## config.mk

```make
export PLATFORM = sky130hd
export DESIGN_NAME = riscv_dcache_tag_array
export DESIGN_NICKNAME = d
export VERILOG_FILES = /design/src/rtl/riscv_dcache_pkg.sv /design/src/rtl/riscv_dcache_tag_array.sv
export SDC_FILE = /design/constraint.sdc
export NUM_CORES = 1
export LEC_CHECK = 0
export BUFFER_PORTS_ARGS = -buffer_cell sky130_fd_sc_hd__buf_2
export CAP_MARGIN = 20
export CORE_ASPECT_RATIO = 1.75
export CORE_MARGIN = 2
export CORE_UTILIZATION = 35
export DETAILED_ROUTE_END_ITERATION = 8
export HOLD_SLACK_MARGIN = 0.12
export SYNTH_ARGS = -nofsm -noshare
export SYNTH_HDL_FRONTEND = slang
export SYNTH_SLANG_ARGS = --single-unit
```

## constraint.sdc

```tcl
create_clock -name clk -period 10.6 [get_ports clk]
set_input_delay 0.53 -clock clk [delete_from_list [all_inputs] [get_ports clk]]
set_output_delay 0.53 -clock clk [all_outputs]
set_load 0.02 [all_outputs]
```

## src/rtl/riscv_dcache_pkg.sv

```systemverilog
// Shared types for the dcache stand-in: op codes, FSM states, request bundle and geometry helpers.
// Widths only; no logic.
package riscv_dcache_pkg;

  localparam logic [3:0] OP_LOAD  = 4'h0;
  localparam logic [3:0] OP_STORE = 4'h1;
  localparam int         TAG_W    = 13;

  typedef enum logic [1:0] {
    ST_IDLE,
    ST_REFILL,
    ST_RESPOND
  } state_t;

  typedef struct packed {
    logic [3:0]       op;
    logic [31:0]      addr;
    logic [63:0]      data;
    logic [7:0]       wmask;
    logic [TAG_W-1:0] tag;
  } req_t;

  function automatic int off_w(input int line_bytes);
    return $clog2(line_bytes);
  endfunction

  function automatic int idx_w(input int lines);
    return $clog2(lines);
  endfunction

endpackage

```

## src/rtl/riscv_dcache_tag_array.sv

```systemverilog
// Direct-mapped valid/tag array: combinational hit lookup, single install port,
// valid bits cleared together on reset (tag contents are left as-is).
module riscv_dcache_tag_array
  import riscv_dcache_pkg::*;
#(
  parameter int LINES      = 64,
  parameter int LINE_BYTES = 32
) (
  input  logic        clk,
  input  logic        reset,
  input  logic [31:0] lk_addr,
  output logic        lk_hit,
  input  logic        inst_vld,
  input  logic [31:0] inst_addr
);

  localparam int OFF  = off_w(LINE_BYTES);
  localparam int IDX  = idx_w(LINES);
  localparam int LT_W = 32 - OFF - IDX;

  logic [LINES-1:0] valid_q, valid_d;
  logic [LT_W-1:0]  tags_q [LINES];
  logic [LT_W-1:0]  tags_d [LINES];

  logic [IDX-1:0]   lk_idx, inst_idx;
  logic [LT_W-1:0]  lk_tag, inst_tag;
  logic             unused_off;

  assign lk_idx     = lk_addr[OFF+IDX-1:OFF];
  assign lk_tag     = lk_addr[31:OFF+IDX];
  assign inst_idx   = inst_addr[OFF+IDX-1:OFF];
  assign inst_tag   = inst_addr[31:OFF+IDX];
  assign unused_off = ^{lk_addr[OFF-1:0], inst_addr[OFF-1:0]};

  assign lk_hit = valid_q[lk_idx] && (tags_q[lk_idx] == lk_tag);

  always_comb begin
    valid_d = valid_q;
    tags_d  = tags_q;
    if (inst_vld) begin
      valid_d[inst_idx] = 1'b1;
      tags_d[inst_idx]  = inst_tag;
    end
  end

  always_ff @(posedge clk) begin
    if (reset) begin
      valid_q <= '0;
    end else begin
      valid_q <= valid_d;
      tags_q  <= tags_d;
    end
  end

endmodule

```

After elaboration in Yosys (flattened, before gate mapping)
Cells that the tools add are included.
- $add $sub $neg: 0
- $mul: 0
- div/mod/pow operators: 0
- order comparisons: 6
- equal/unequal tests: 1
- shifts and indexed selects: 0
- muxes and demuxes: 10
- bitwise logic cells: 4
- reduce and logical (&&, ||, !) cells: 4
- operators with widths (operator ; number):
    $bwmux 1344 ; 1
    $bmux 21 s6 ; 1
    $demux 21 s6 ; 1
    $or 64x64->64 ; 1
    $mux 21 ; 3
    $eq 21x21->1 ; 1
    $ge 7x7->1 const B ; 2
    $lt 6x7->1 const B ; 2
    $not 6->7 ; 2
    $lt 7x1->1 const B ; 1
    $bmux 1 s6 ; 1
    $demux 1 s6 ; 1
    $ge 6x1->1 const B ; 1
    $logic_and 1x1->1 ; 3
    $mux 1 ; 2
    $reduce_and 2->1 ; 1
    $not 1->1 ; 1
- flip-flop bits (word level): 1408
- latch bits: 0
- bits in writable memories: 0
- memory bits (read-only): 0
- input bits: 67
- output and inout port bits: 1
- word-level logic and storage cells: 90
- memories kept: 0

Logic depth before layout (Yosys ltp)
- word-level depth: 6
- mapped depth: 15
- gate-level depth less buffers: 9

Worst setup path after synthesis
Ideal clock, no wire load.
- path type: in2out
- start: input lk_addr[6]
- end: output lk_hit
- arrival: 3601 ps
- data required time: 10070 ps
- slack: 6469 ps
- cell stages on the path: 9
- buffers on the path: 2
- cell sequence: buf_2 buf_1 mux4_2 mux4_2 xor2_1 a221oi_2 o211ai_1 or4_1 a2111oi_2
- cells in the longest elaborated chain, start to end: 6
- elaborated cells on any way between the ends: 8
- classes of those cells: eq/ne (1); mux (5); bitwise (1); reduce/logical (1)
- ends and longest elaborated chain (element ; line ; text):
    start: declaration ; riscv_dcache_tag_array.sv:11 ; input logic [31:0] lk_addr,
    $not 6->7 (implied by the code) ; riscv_dcache_tag_array.sv:35 ; assign lk_hit = valid_q[lk_idx] && (tags_q[lk_idx] == lk_tag);
    $bmux 21 s6 ; riscv_dcache_tag_array.sv:35 ;
    $mux 21 (implied by the code) (2 in a row) ; riscv_dcache_tag_array.sv:35 ;
    $eq 21x21->1 ; riscv_dcache_tag_array.sv:35 ;
    $logic_and 1x1->1 * ; riscv_dcache_tag_array.sv:35 ;
    end: declaration ; riscv_dcache_tag_array.sv:12 ; output logic lk_hit,
Every way passes the cells marked *; elsewhere a longest branch is shown, timed or not. The select of a mux whose other input is x is not followed.

Final worst setup path
- start: input lk_addr[8]
- end: output lk_hit
The elaborated chain is that of the path after synthesis.

==> impl_metrics.csv <==
group,metric,value,unit
worst_setup_path,worst_ep_arrival_time,5620,ps
power,clock_power_share,39.1,%
clock_network,cts.clk_slew.worst_paths,70,ps
synth,synth_edf_count,1344,
worst_setup_path,critical-path-top-delay-family,"buffers and inverters",
finish,net_count_of_the_finished_layout,2732,
timing,post-route-min-period,6150,ps
timing,finClkSkew,0,ps
route,drt_first_iter_violations,2706,
grt,number_of_global_route_vias_before_repair,27800,
power,ratio_of_total_power_to_cell_area,179,nW/um^2
placed_design,globalplace.congestion,0.900,
worst_setup_path,worst_r2r_endpoint,"valid_q[27]",
worst_setup_path,timing.critical_path.to,"lk_hit",
timing,worst_hold_slack,181,ps
flow_run,cap_violations,0,
power,peakVddDrop,0.131,mV
floorplanning,die_w,302,um
clock_network,htree_num_levels,3,
worst_setup_path,reg2regPathDepth,1,
synth,syn_nets,2582,
finish,instances_no_fill,4786,
power,report.power.total,11.0,mW
grt,grt_start_max_net_pins,112,
synth,yosys.area.top_type,"sky130_fd_sc_hd__edfxtp_1",
timing,worst_slack,4450,ps
synth,leading_cell_types_by_count_after_synthesis,"1,344 x sky130_fd_sc_hd__edfxtp_1, 342 x sky130_fd_sc_hd__mux4_2, 104 x sky130_fd_sc_hd__mux2i_1",
worst_setup_path,cp_cell_sequence,"buf_4 > inv_2 > buf_4 > nor2_1 > a21oi_1 > a22oi_1 > xor2_1 > nand4_1 > or4_1 > a2111oi_2 > buf_2",
route,post_drt_wl_per_cell,31.9,um
worst_setup_path,crit_type,"in2out",
route,drc_errors,0,
synth,share_of_the_synthesized_area_in_the_top_cell_type,74.1,%
synth,netlist-cell-type-count,57,
finish,drive_gt1_share,28.2,%
worst_setup_path,rr_startpoint,"valid_q[27]",
worst_setup_path,worstSetupStartpointType,"primary input",
timing,fin_tns_setup,0,ps
timing,max_freq,0.163,GHz
floorplanning,floorplan.rows,191,
worst_setup_path,path_buf_inv,4,
worst_setup_path,critPathLaunch,"lk_addr[8]",
worst_setup_path,crit_top_cell,"sky130_fd_sc_hd__buf_4",
power,power.combinational.fraction,5.6,%
synth,synth-async-reset-ratio,0,%
clock_network,clock-sinks,1408,
grt,wire_length_of_the_first_global_routing_pass,213000,um
finish,fillers,13500,
power,power_switching,2.38,mW
worst_setup_path,reg2reg_slack,10010,ps
floorplanning,dieHeight,526,um
finish,finalCoreUtilization,39.8,%
finish,stdcell_area,61500,um^2
worst_setup_path,slowest_delay,800,ps
synth,synth_top_flop_cell,"sky130_fd_sc_hd__edfxtp_1",
synth,synthMostInstantiatedCell,"sky130_fd_sc_hd__edfxtp_1",
worst_setup_path,timing.critical_path.fanout_max,43,
placed_design,place_ws,4490,ps
placed_design,dpl_cell_area,57600,um^2
clock_network,insertion_delay,750,ps
status,status,"complete, no violations",
route,first_pass_drt_iterations,6,
worst_setup_path,timing.critical_path.depth,11,
worst_setup_path,critical-path-slowest-cell,"sky130_fd_sc_hd__nor2_1",
worst_setup_path,end_kind,"primary output",
route,vias_per_cell,5.59,
floorplanning,dieArea,159000,um^2
grt,grt_busiest_layer,"met2",
floorplanning,ios,68,
placed_design,dp_hpwl,89700,um
synth,synth_seq_area_share,76.5,%
grt,grt_antenna_before_repair,18,
synth,synth.area.top_cells,"sky130_fd_sc_hd__edfxtp_1 74%, sky130_fd_sc_hd__mux4_2 14%, sky130_fd_sc_hd__dfxtp_1 2.4%",
clock_network,number_of_gates_resized_after_cts,0,
synth,ys_warn_count,0,
finish,syn_to_final_growth,13.0,%
clock_network,tritoncts,"built",
worst_setup_path,required_time_reported_for_the_critical_path_endpoint,10070,ps
grt,grtUsageMet1,21.9,%
worst_hold_path,class_of_the_most_critical_hold_timing_path,"in2reg",
timing,finalMaxSlewViolations,0,
clock_network,numCtsBuffers,113,
power,leakagePower,19.7,nW
route,antenna_violating_nets_post_route,0,
power,p_sw_share,21.5,%
synth,avg_synthesized_cell_area,21.7,um^2
synth,syn_inst,2515,
synth,synth.cell_area,54500,um^2
timing,setup_violations,0,
grt,met3_usage,3.27,%
timing,final_hold_viol_count,0,
power,power.internal,8.66,mW
route,route.final.wire_length,153000,um
grt,global_route.usage.met2,33.9,%
floorplanning,initial_utilization,35.2,%
grt,grt_overflow,0,
timing,transition_time_at_the_pin_with_the_least_slew_margin,1170,ps
grt,globalRouteTotalUtil,19.2,%
timing,grt_setup_unrepaired,"no",
timing,finalCritPeriodShare,58.0,%
power,seq_power_share,55.4,%
placed_design,numPortBuffers,57,
placed_design,placed_cell_count,4568,
floorplanning,coreArea,155000,um^2
clock_network,clk_tree_root_cell,"sky130_fd_sc_hd__clkbuf_16",
clock_network,clockBufferDepth,3,
timing,timing.max_slew.rel_slack,22.1,%
route,route.vias.total,26800,
synth,yosys_register_bits,1408,
## power groups by stage
stage	Combinational, mW	Clock [mW]	Sequential [mW]
after detailed placement	0.610	0	6.23
after CTS	0.611	4.37	6.11
after global placement	0.597	0	6.23
after floorplan	0.330	0	6.23
after global routing	0.642	4.56	6.11
final	0.615	4.31	6.11
## cells in the final DEF (no fill, tap or decap), types with 11 or more instances in the layout
cell / count
sky130_fd_sc_hd__a211oi_1: 13
sky130_fd_sc_hd__a21o_1: 64
sky130_fd_sc_hd__a21oi_1: 19
sky130_fd_sc_hd__a221oi_1: 23
sky130_fd_sc_hd__a22o_1: 13
sky130_fd_sc_hd__a22oi_1: 38
sky130_fd_sc_hd__buf_12: 11
sky130_fd_sc_hd__buf_2: 52
sky130_fd_sc_hd__buf_4: 106
sky130_fd_sc_hd__bufinv_16: 13
sky130_fd_sc_hd__clkbuf_1: 12
sky130_fd_sc_hd__clkbuf_16: 114
sky130_fd_sc_hd__clkinv_1: 18
sky130_fd_sc_hd__clkinv_2: 32
sky130_fd_sc_hd__dfxtp_1: 64
sky130_fd_sc_hd__edfxtp_1: 1344
sky130_fd_sc_hd__mux2i_1: 104
sky130_fd_sc_hd__mux4_2: 342
sky130_fd_sc_hd__nand2_1: 55
sky130_fd_sc_hd__nand3_1: 21
sky130_fd_sc_hd__nor2_1: 25
sky130_fd_sc_hd__nor2_2: 61
sky130_fd_sc_hd__nor2b_1: 23
sky130_fd_sc_hd__xnor2_1: 23
sky130_fd_sc_hd__xor2_1: 22
## state kept, by name, summed over array words and instances, names as in the netlist
name,flops
tags_q,1344
valid_q,64
## cells by family (layout without fill, tap and decap cells)
logic type / count (synthesis) / count (layout) / synth area share [%]
flops: 1408 / 1408 / 76.5
xor+xnor: 45 / 45 / 0.724
mux: 456 / 456 / 16.3
simple gates: 236 / 236 / 2.07
other cells: 0 / 3 / 0
compound gates: 225 / 225 / 3.08
buf+inv: 145 / 387 / 1.39
## metal layers
layer / share of wire (%) / vias up
met5: 0.073 / -
met4: 6.2 / 18
met3: 6.4 / 349
met2: 52 / 1184
met1: 35 / 14400
li1: - / 10800
## how the worst min path moves through the flow
stage	from	depth (start not counted)	end	slack, ps
floorplan	valid_q[10]	1	valid_q[10]	420
global placement	valid_q[30]	1	valid_q[30]	430
detailed placement	valid_q[46]	1	valid_q[46]	440
CTS	inst_addr[28]	1	tags_q[1046]	220
global route	inst_addr[24]	1	tags_q[349]	180
finish	inst_addr[14]	1	tags_q[234]	180
## timing repair
| item | CTS | global route |
|---|---|---|
| endpoints found under the hold margin | 0 | 12 |
| hold buffers | 0 | 2 |
| endpoints found under the setup margin | 0 | 0 |
| buffers inserted | 0 | 0 |
## cell type report
type	instances	area, um^2	area share [%]
multi-input combinational	962	12200	19.9
sequential	1408	41600	67.7
clock buffer	133	2990	4.87
clock inverter	74	751	1.22
timing repair buffer	174	1340	2.17
antenna	3	7.51	0.0122
tap	2026	2530	4.12
inverter	6	22.5	0.0366
Power figures use the tool's default switching activity.
